### config.mk
export PLATFORM = sky130hd
export DESIGN_NAME = raster_timing_gen
export DESIGN_NICKNAME = d
export VERILOG_FILES = /design/src/rtl/raster_timing_gen.sv
export SDC_FILE = /design/constraint.sdc
export NUM_CORES = 1
export LEC_CHECK = 0
export BUFFER_PORTS_ARGS = -buffer_cell sky130_fd_sc_hd__buf_2
export CORE_UTILIZATION = 50
export DETAILED_ROUTE_END_ITERATION = 7
export GPL_ROUTABILITY_DRIVEN = 1
export PLACE_DENSITY = 0.84
export SKIP_CTS_REPAIR_TIMING = 1
export SLEW_MARGIN = 15
export SYNTH_ARGS = -nofsm -noshare
export SYNTH_HDL_FRONTEND = slang
export SYNTH_SLANG_ARGS = --single-unit
### constraint.sdc
create_clock -name clk_sys -period 3.7 [get_ports clk_sys]
set_input_delay 0.185 -clock clk_sys [delete_from_list [all_inputs] [get_ports clk_sys]]
set_output_delay 0.185 -clock clk_sys [all_outputs]
set_load 0.01 [all_outputs]
### src/rtl/raster_timing_gen.sv
// raster_timing_gen: pixel/line counters, blank/sync generation, frame and
// line interrupts with sticky status, flash counter and frame-start strobe.
module raster_timing_gen #(
  parameter int unsigned H_TOTAL        = 384,
  parameter int unsigned V_TOTAL        = 312,
  parameter int unsigned HB_START       = 32,
  parameter int unsigned HS_START       = 48,
  parameter int unsigned HS_END         = 80,
  parameter int unsigned HB_END         = 112,
  parameter int unsigned VB_START       = 236,
  parameter int unsigned VB_END         = 260,
  parameter int unsigned VB_HC          = 108,
  parameter int unsigned VS_START       = 240,
  parameter int unsigned VS_END         = 244,
  parameter int unsigned ACTIVE_LINES   = 192,
  parameter int unsigned FRAME_INT_LINE = 244,
  parameter int unsigned INT_START      = 4,
  parameter int unsigned INT_LEN        = 128,
  parameter int unsigned N_LINT         = 2,
  parameter int unsigned FLASH_BITS     = 5
) (
  input  logic                  clk_sys,
  input  logic                  reset_n,
  input  logic                  ce_pix,
  input  logic                  ce_pixn,
  input  logic [8*N_LINT-1:0]   lint_no,
  input  logic [N_LINT-1:0]     lint_en,
  input  logic [N_LINT:0]       int_ack,
  output logic [8:0]            hc,
  output logic [8:0]            vc,
  output logic                  hblank,
  output logic                  hsync,
  output logic                  vblank,
  output logic                  vsync,
  output logic [N_LINT-1:0]     int_line,
  output logic                  int_frame,
  output logic [N_LINT:0]       int_status,
  output logic                  int_any,
  output logic                  flash,
  output logic                  frame_start
);

  localparam int unsigned CNT_W = 9;
  localparam int unsigned CNT_LIM = 512;
  localparam int unsigned N_INT = N_LINT + 1;
  localparam logic [FLASH_BITS-1:0] FLASH_ONE = FLASH_BITS'(1);

  // Counters are fixed at 9 bits; reject geometries that cannot fit.
  if (H_TOTAL > CNT_LIM || V_TOTAL > CNT_LIM || HB_START >= CNT_LIM ||
      HS_START >= CNT_LIM || HS_END >= CNT_LIM || HB_END >= CNT_LIM ||
      VB_START >= CNT_LIM || VB_END >= CNT_LIM || VB_HC >= CNT_LIM ||
      VS_START >= CNT_LIM || VS_END >= CNT_LIM || ACTIVE_LINES >= CNT_LIM ||
      FRAME_INT_LINE >= CNT_LIM || INT_START + INT_LEN > CNT_LIM) begin : g_range_err
    $error("raster_timing_gen: timing parameter exceeds 9-bit counter range");
  end
  if (N_LINT < 1 || N_LINT > 8 || FLASH_BITS < 1) begin : g_cfg_err
    $error("raster_timing_gen: N_LINT must be 1..8 and FLASH_BITS >= 1");
  end

  logic [CNT_W-1:0]      r_hc;
  logic [CNT_W-1:0]      r_vc;
  logic [FLASH_BITS-1:0] r_flash_cnt;
  logic                  r_frame_start;
  logic                  r_hblank;
  logic                  r_hsync;
  logic                  r_vblank;
  logic                  r_vsync;
  logic [N_LINT-1:0]     r_int_line;
  logic                  r_int_frame;
  logic [N_INT-1:0]      r_int_status;
  logic                  r_int_any;

  logic                  w_hc_last;
  logic                  w_vc_last;
  logic                  w_window;
  logic [N_LINT-1:0]     w_line_lvl;
  logic                  w_frame_lvl;
  logic [N_INT-1:0]      w_lvl;
  logic [N_INT-1:0]      w_lvl_q;
  logic [N_INT-1:0]      w_status_nxt;

  assign w_hc_last = (r_hc == CNT_W'(H_TOTAL - 1));
  assign w_vc_last = (r_vc == CNT_W'(V_TOTAL - 1));

  // Pixel/line counters, flash counter and frame-start strobe on ce_pix.
  always_ff @(posedge clk_sys or negedge reset_n) begin
    if (!reset_n) begin
      r_hc          <= '0;
      r_vc          <= '0;
      r_flash_cnt   <= '0;
      r_frame_start <= 1'b0;
    end else begin
      r_frame_start <= 1'b0;
      if (ce_pix) begin
        if (w_hc_last) begin
          r_hc <= '0;
          if (w_vc_last) begin
            r_vc          <= '0;
            r_flash_cnt   <= r_flash_cnt + FLASH_ONE;
            r_frame_start <= 1'b1;
          end else begin
            r_vc <= r_vc + CNT_W'(1);
          end
        end else begin
          r_hc <= r_hc + CNT_W'(1);
        end
      end
    end
  end

  // Blank/sync update on ce_pixn, always against the pre-increment hc/vc.
  always_ff @(posedge clk_sys or negedge reset_n) begin
    if (!reset_n) begin
      r_hblank <= 1'b0;
      r_hsync  <= 1'b0;
      r_vblank <= 1'b0;
      r_vsync  <= 1'b0;
    end else if (ce_pixn) begin
      if (r_hc == CNT_W'(HB_START))    r_hblank <= 1'b1;
      else if (r_hc == CNT_W'(HB_END)) r_hblank <= 1'b0;
      if (r_hc == CNT_W'(HS_START))    r_hsync  <= 1'b1;
      else if (r_hc == CNT_W'(HS_END)) r_hsync  <= 1'b0;
      if (r_hc == CNT_W'(HS_START)) begin
        if (r_vc == CNT_W'(VS_START))    r_vsync <= 1'b1;
        else if (r_vc == CNT_W'(VS_END)) r_vsync <= 1'b0;
      end
      if (r_hc == CNT_W'(VB_HC)) begin
        if (r_vc == CNT_W'(VB_START))    r_vblank <= 1'b1;
        else if (r_vc == CNT_W'(VB_END)) r_vblank <= 1'b0;
      end
    end
  end

  // Interrupt level decode from the current counters and compare inputs.
  always_comb begin
    w_window    = (32'(r_hc) >= INT_START) && (32'(r_hc) < INT_START + INT_LEN);
    w_frame_lvl = w_window && (r_vc == CNT_W'(FRAME_INT_LINE));
    w_line_lvl  = '0;
    for (int i = 0; i < N_LINT; i++) begin
      w_line_lvl[i] = w_window && lint_en[i] && !r_vc[8] &&
                      (32'(lint_no[8*i +: 8]) < ACTIVE_LINES) &&
                      (lint_no[8*i +: 8] == r_vc[7:0]);
    end
    w_lvl        = {w_frame_lvl, w_line_lvl};
    w_lvl_q      = {r_int_frame, r_int_line};
    w_status_nxt = (r_int_status & ~int_ack) | (w_lvl & ~w_lvl_q);
  end

  // Registered interrupt levels and sticky status; a fresh set beats an ack.
  always_ff @(posedge clk_sys or negedge reset_n) begin
    if (!reset_n) begin
      r_int_line   <= '0;
      r_int_frame  <= 1'b0;
      r_int_status <= '0;
      r_int_any    <= 1'b0;
    end else begin
      r_int_line   <= w_line_lvl;
      r_int_frame  <= w_frame_lvl;
      r_int_status <= w_status_nxt;
      r_int_any    <= |w_status_nxt;
    end
  end

  assign hc          = r_hc;
  assign vc          = r_vc;
  assign hblank      = r_hblank;
  assign hsync       = r_hsync;
  assign vblank      = r_vblank;
  assign vsync       = r_vsync;
  assign int_line    = r_int_line;
  assign int_frame   = r_int_frame;
  assign int_status  = r_int_status;
  assign int_any     = r_int_any;
  assign flash       = r_flash_cnt[FLASH_BITS-1];
  assign frame_start = r_frame_start;

endmodule

==> results.cfg <==
[finish]
fin_nets = 291
fin_cells = 310
finalInstanceArea_um2 = 2400
fillCellCount = 339
layout-drive-gt1-share_pct = 29.0
diodes = 0
synthToLayoutAreaGrowth_pct = 18.8

[worst_hold_path]
hold_class = input port to async pin

[synth]
synthXorXnorAreaFrac_pct = 10.8
syn_avg_cell_area_um2 = 9.61
synth_edf_count = 0
synth_fp_nets = 240
synth_cells = 210
ys_types = 43
ys_ff_latch = 35
async_flop_share_pct = 100
synth.cell_area_um2 = 2020
yosys.area_share.adder_pct = 3.10
yosysWarnings = 0
synth_top_family_by_area = simple AND/OR/NAND/NOR gates
synth-seq-area-share_pct = 43.4
synth_simple_gate_area_share_pct = 25.5
synth.area.mux_share_pct = 2.17
synthFlopType = dfrtp_1
synth-compound-area-share_pct = 10.1

[floorplan]
ios = 56
rows = 22
dieWidth_um = 65.5
die_area_um2 = 4290
start_util_pct = 53.5
die_y_um = 65.5
coreArea_um2 = 3770

[global_route]
grt_pass1_vias = 1646
grt_pass1_wl_um = 7370
top_usage_layer = met2
grtUsageTotal_pct = 23.1
use_met2_pct = 36.6
grt_max_degree = 36
use_met3_pct = 5.21
antenna_found_initial = 0
grt_overflow = 0
met1_usage_pct = 29.7

[power_and_ir_drop]
clkPwrFrac_pct = 35.4
peakVddDrop_uv = 340
power_w = 0.00102
seqPwrFrac_pct = 47.1
intPower_w = 0.000711
sw_frac_of_total_pct = 30.2
power_switching_w = 0.000307
p_comb_share_pct = 17.4
leakage_nw = 1.16
power.density_nw_per_um2 = 424

[sta]
finalCritPeriodShare_pct = 55.1
finClkSkew_ns = 0.00810
post-route-min-period_ns = 2.04
finalMaxSlewViolations = 0
max_slew_margin_pct = 49.1
hold_violations = 35
fin_setup_tns_ns = 0
max_freq_mhz = 491
holdWs_ns = -0.0411
rsz0062_at_grt = false
setup_viol = 0
tightestPinTransition_ns = 0.764

[cts]
clock_latency_ns = 0.29
ctsRootBufferMaster = clkbuf_8
tritoncts = built
cts_buffers = 5
clk_pin_slew_ns = 0.07
h-tree-depth = 2
clockBufferDepth = 2
cts_sinks = 35

[route]
drt_first_pass_iters = 4
drc = 0
viasPerCell = 5.50
drt.antenna.violating_nets = 0
dr.first_iter.drc_count = 69
route.vias.total = 1706
wirelength_um = 4330
wl_per_cell_um = 14.0

[job]
drv_cap = 0

[critical_path]
crit_required_ns = 3.88
crit_arrival_ns = 2.21
cp-start-kind = flip-flop
reg2reg_depth = 4
cp_max_fo = 12
path_class = flip-flop to flip-flop
crit_path_end_kind = flip-flop

[status]
outcome = finished, violations left
violations = negative hold slack

[place]
placed_area_um2 = 2280
portBuffers = 55
dp.cells = 302
dp_hpwl_um = 3220
gp_congestion = 0.849
critical path, cell delays in order (launching register included):
cell	delay (ns)
dfrtp_1	0.55
nand3_2	0.20
or4_4	0.63
nor2_4	0.19
mux2_2	0.35
metrics by stage:
stage               setup slack (ns)  util, %
floorplan                       1.87        -
global placement                1.74     60.5
detailed placement              1.67     60.5
CTS                             1.66     63.6
global route                    1.56     63.6
finish                          1.66     63.6
layout make-up:
type | instances | area, um2 | area share [%]
repair buffers | 55 | 275 | 11.5
inverters | 7 | 26.3 | 1.10
clock buffers | 6 | 82.6 | 3.44
well taps | 48 | 60.1 | 2.50
clock inverters | 2 | 35.0 | 1.46
flip-flops and latches | 35 | 876 | 36.5
multi-input cells | 157 | 1040 | 43.5
routing by layer:
metal	vias to the layer above	wire, um	part of all wire (%)
met5	-	0	0
met4	0	80	1.8
met3	7	291	6.7
met2	66	2020	47
met1	794	1940	45
li1	839	-	-
kinds of logic (layout without fill, tap and decap cells):
group,count (synthesis),in the layout
adders and majority gates,5,5
xor gates and xnor gates,25,25
muxes,4,4
buffers and inverters,18,70
DFF,35,35
AOI/OAI and AO/OA,35,35
and+or+nand+nor,88,88
state kept, by name, summed over array words and instances, names as in the netlist:
name / cells
hc: 9
vc: 9
r_flash_cnt: 5
int_status: 3
int_line: 2
frame_start: 1
hblank: 1
hsync: 1
int_any: 1
int_frame: 1
vblank: 1
vsync: 1
path summary, 6_finish.rpt:
| check | to | slack (ns) | from |
|---|---|---|---|
| setup / recovery | r_flash_cnt[1] | 1.66 | hc[4] |
| hold / removal | vc[3] | -0.04 | reset_n |
| min in group clk_sys | int_status[2] | 0.08 | int_ack[2] |
| max in group asynchronous | vc[2] | 3.25 | reset_n |
| hold reg to reg | r_flash_cnt[4] | 0.48 | r_flash_cnt[4] |
| setup reg to reg | r_flash_cnt[1] | 1.66 | hc[4] |
power groups by stage:
stage / sequential [W] / combinational (W) / clock [W]
floorplan: 0.000468 / 0.000136 / 0
global route: 0.000490 / 0.000204 / 0.000389
finish: 0.000480 / 0.000177 / 0.000361
CTS: 0.000479 / 0.000181 / 0.000369
detailed placement: 0.000486 / 0.000180 / 0
global placement: 0.000483 / 0.000175 / 0
cells in the final DEF, fill, tap and decap left out, drive strengths merged:
cell,n
nor3,7
bufinv,1
nand4,7
nor4,4
inv,7
xnor2,16
nand3b,2
a31o,2
nand2,23
a31oi,1
nor4b,3
and2,3
mux2i,1
o31ai,5
ha,5
nand2b,3
clkinv,1
o22ai,1
o21ai,18
nand3,11
a21oi,6
clkbuf,6
and2b,1
or4,2
buf,55
and4bb,1
nor2,12
o21bai,1
dfrtp,35
a22o,1
or3,1
mux2,3
and3,6
nor2b,1
or4b,1
xor2,9
cells in the mapped netlist (2+ instances only):
| library cell | number | area share (%) |
|---|---|---|
| o31ai_1 | 5 | 1.9 |
| dfrtp_1 | 35 | 43 |
| o21ai_0 | 17 | 4.2 |
| or4_4 | 2 | 1.1 |
| nor2_1 | 11 | 2.0 |
| nor3_1 | 5 | 1.2 |
| buf_6 | 2 | 1.1 |
| a21oi_1 | 6 | 1.5 |
| xor2_1 | 9 | 3.9 |
| and2_1 | 3 | 0.93 |
| clkbuf_1 | 4 | 0.74 |
| and3_1 | 6 | 1.9 |
| nand2_1 | 23 | 4.3 |
| xnor2_1 | 16 | 6.9 |
| mux2_2 | 3 | 1.7 |
| nor4_1 | 4 | 1.2 |
| nor4b_1 | 2 | 0.87 |
| nand3b_1 | 2 | 0.74 |
| ha_1 | 5 | 3.1 |
| nand3_1 | 10 | 2.5 |
| inv_1 | 7 | 1.3 |
| nand2b_1 | 3 | 0.93 |
| buf_4 | 4 | 1.5 |
| nand4_1 | 7 | 2.2 |
No activity file was read; power rests on OpenSTA's default activity.
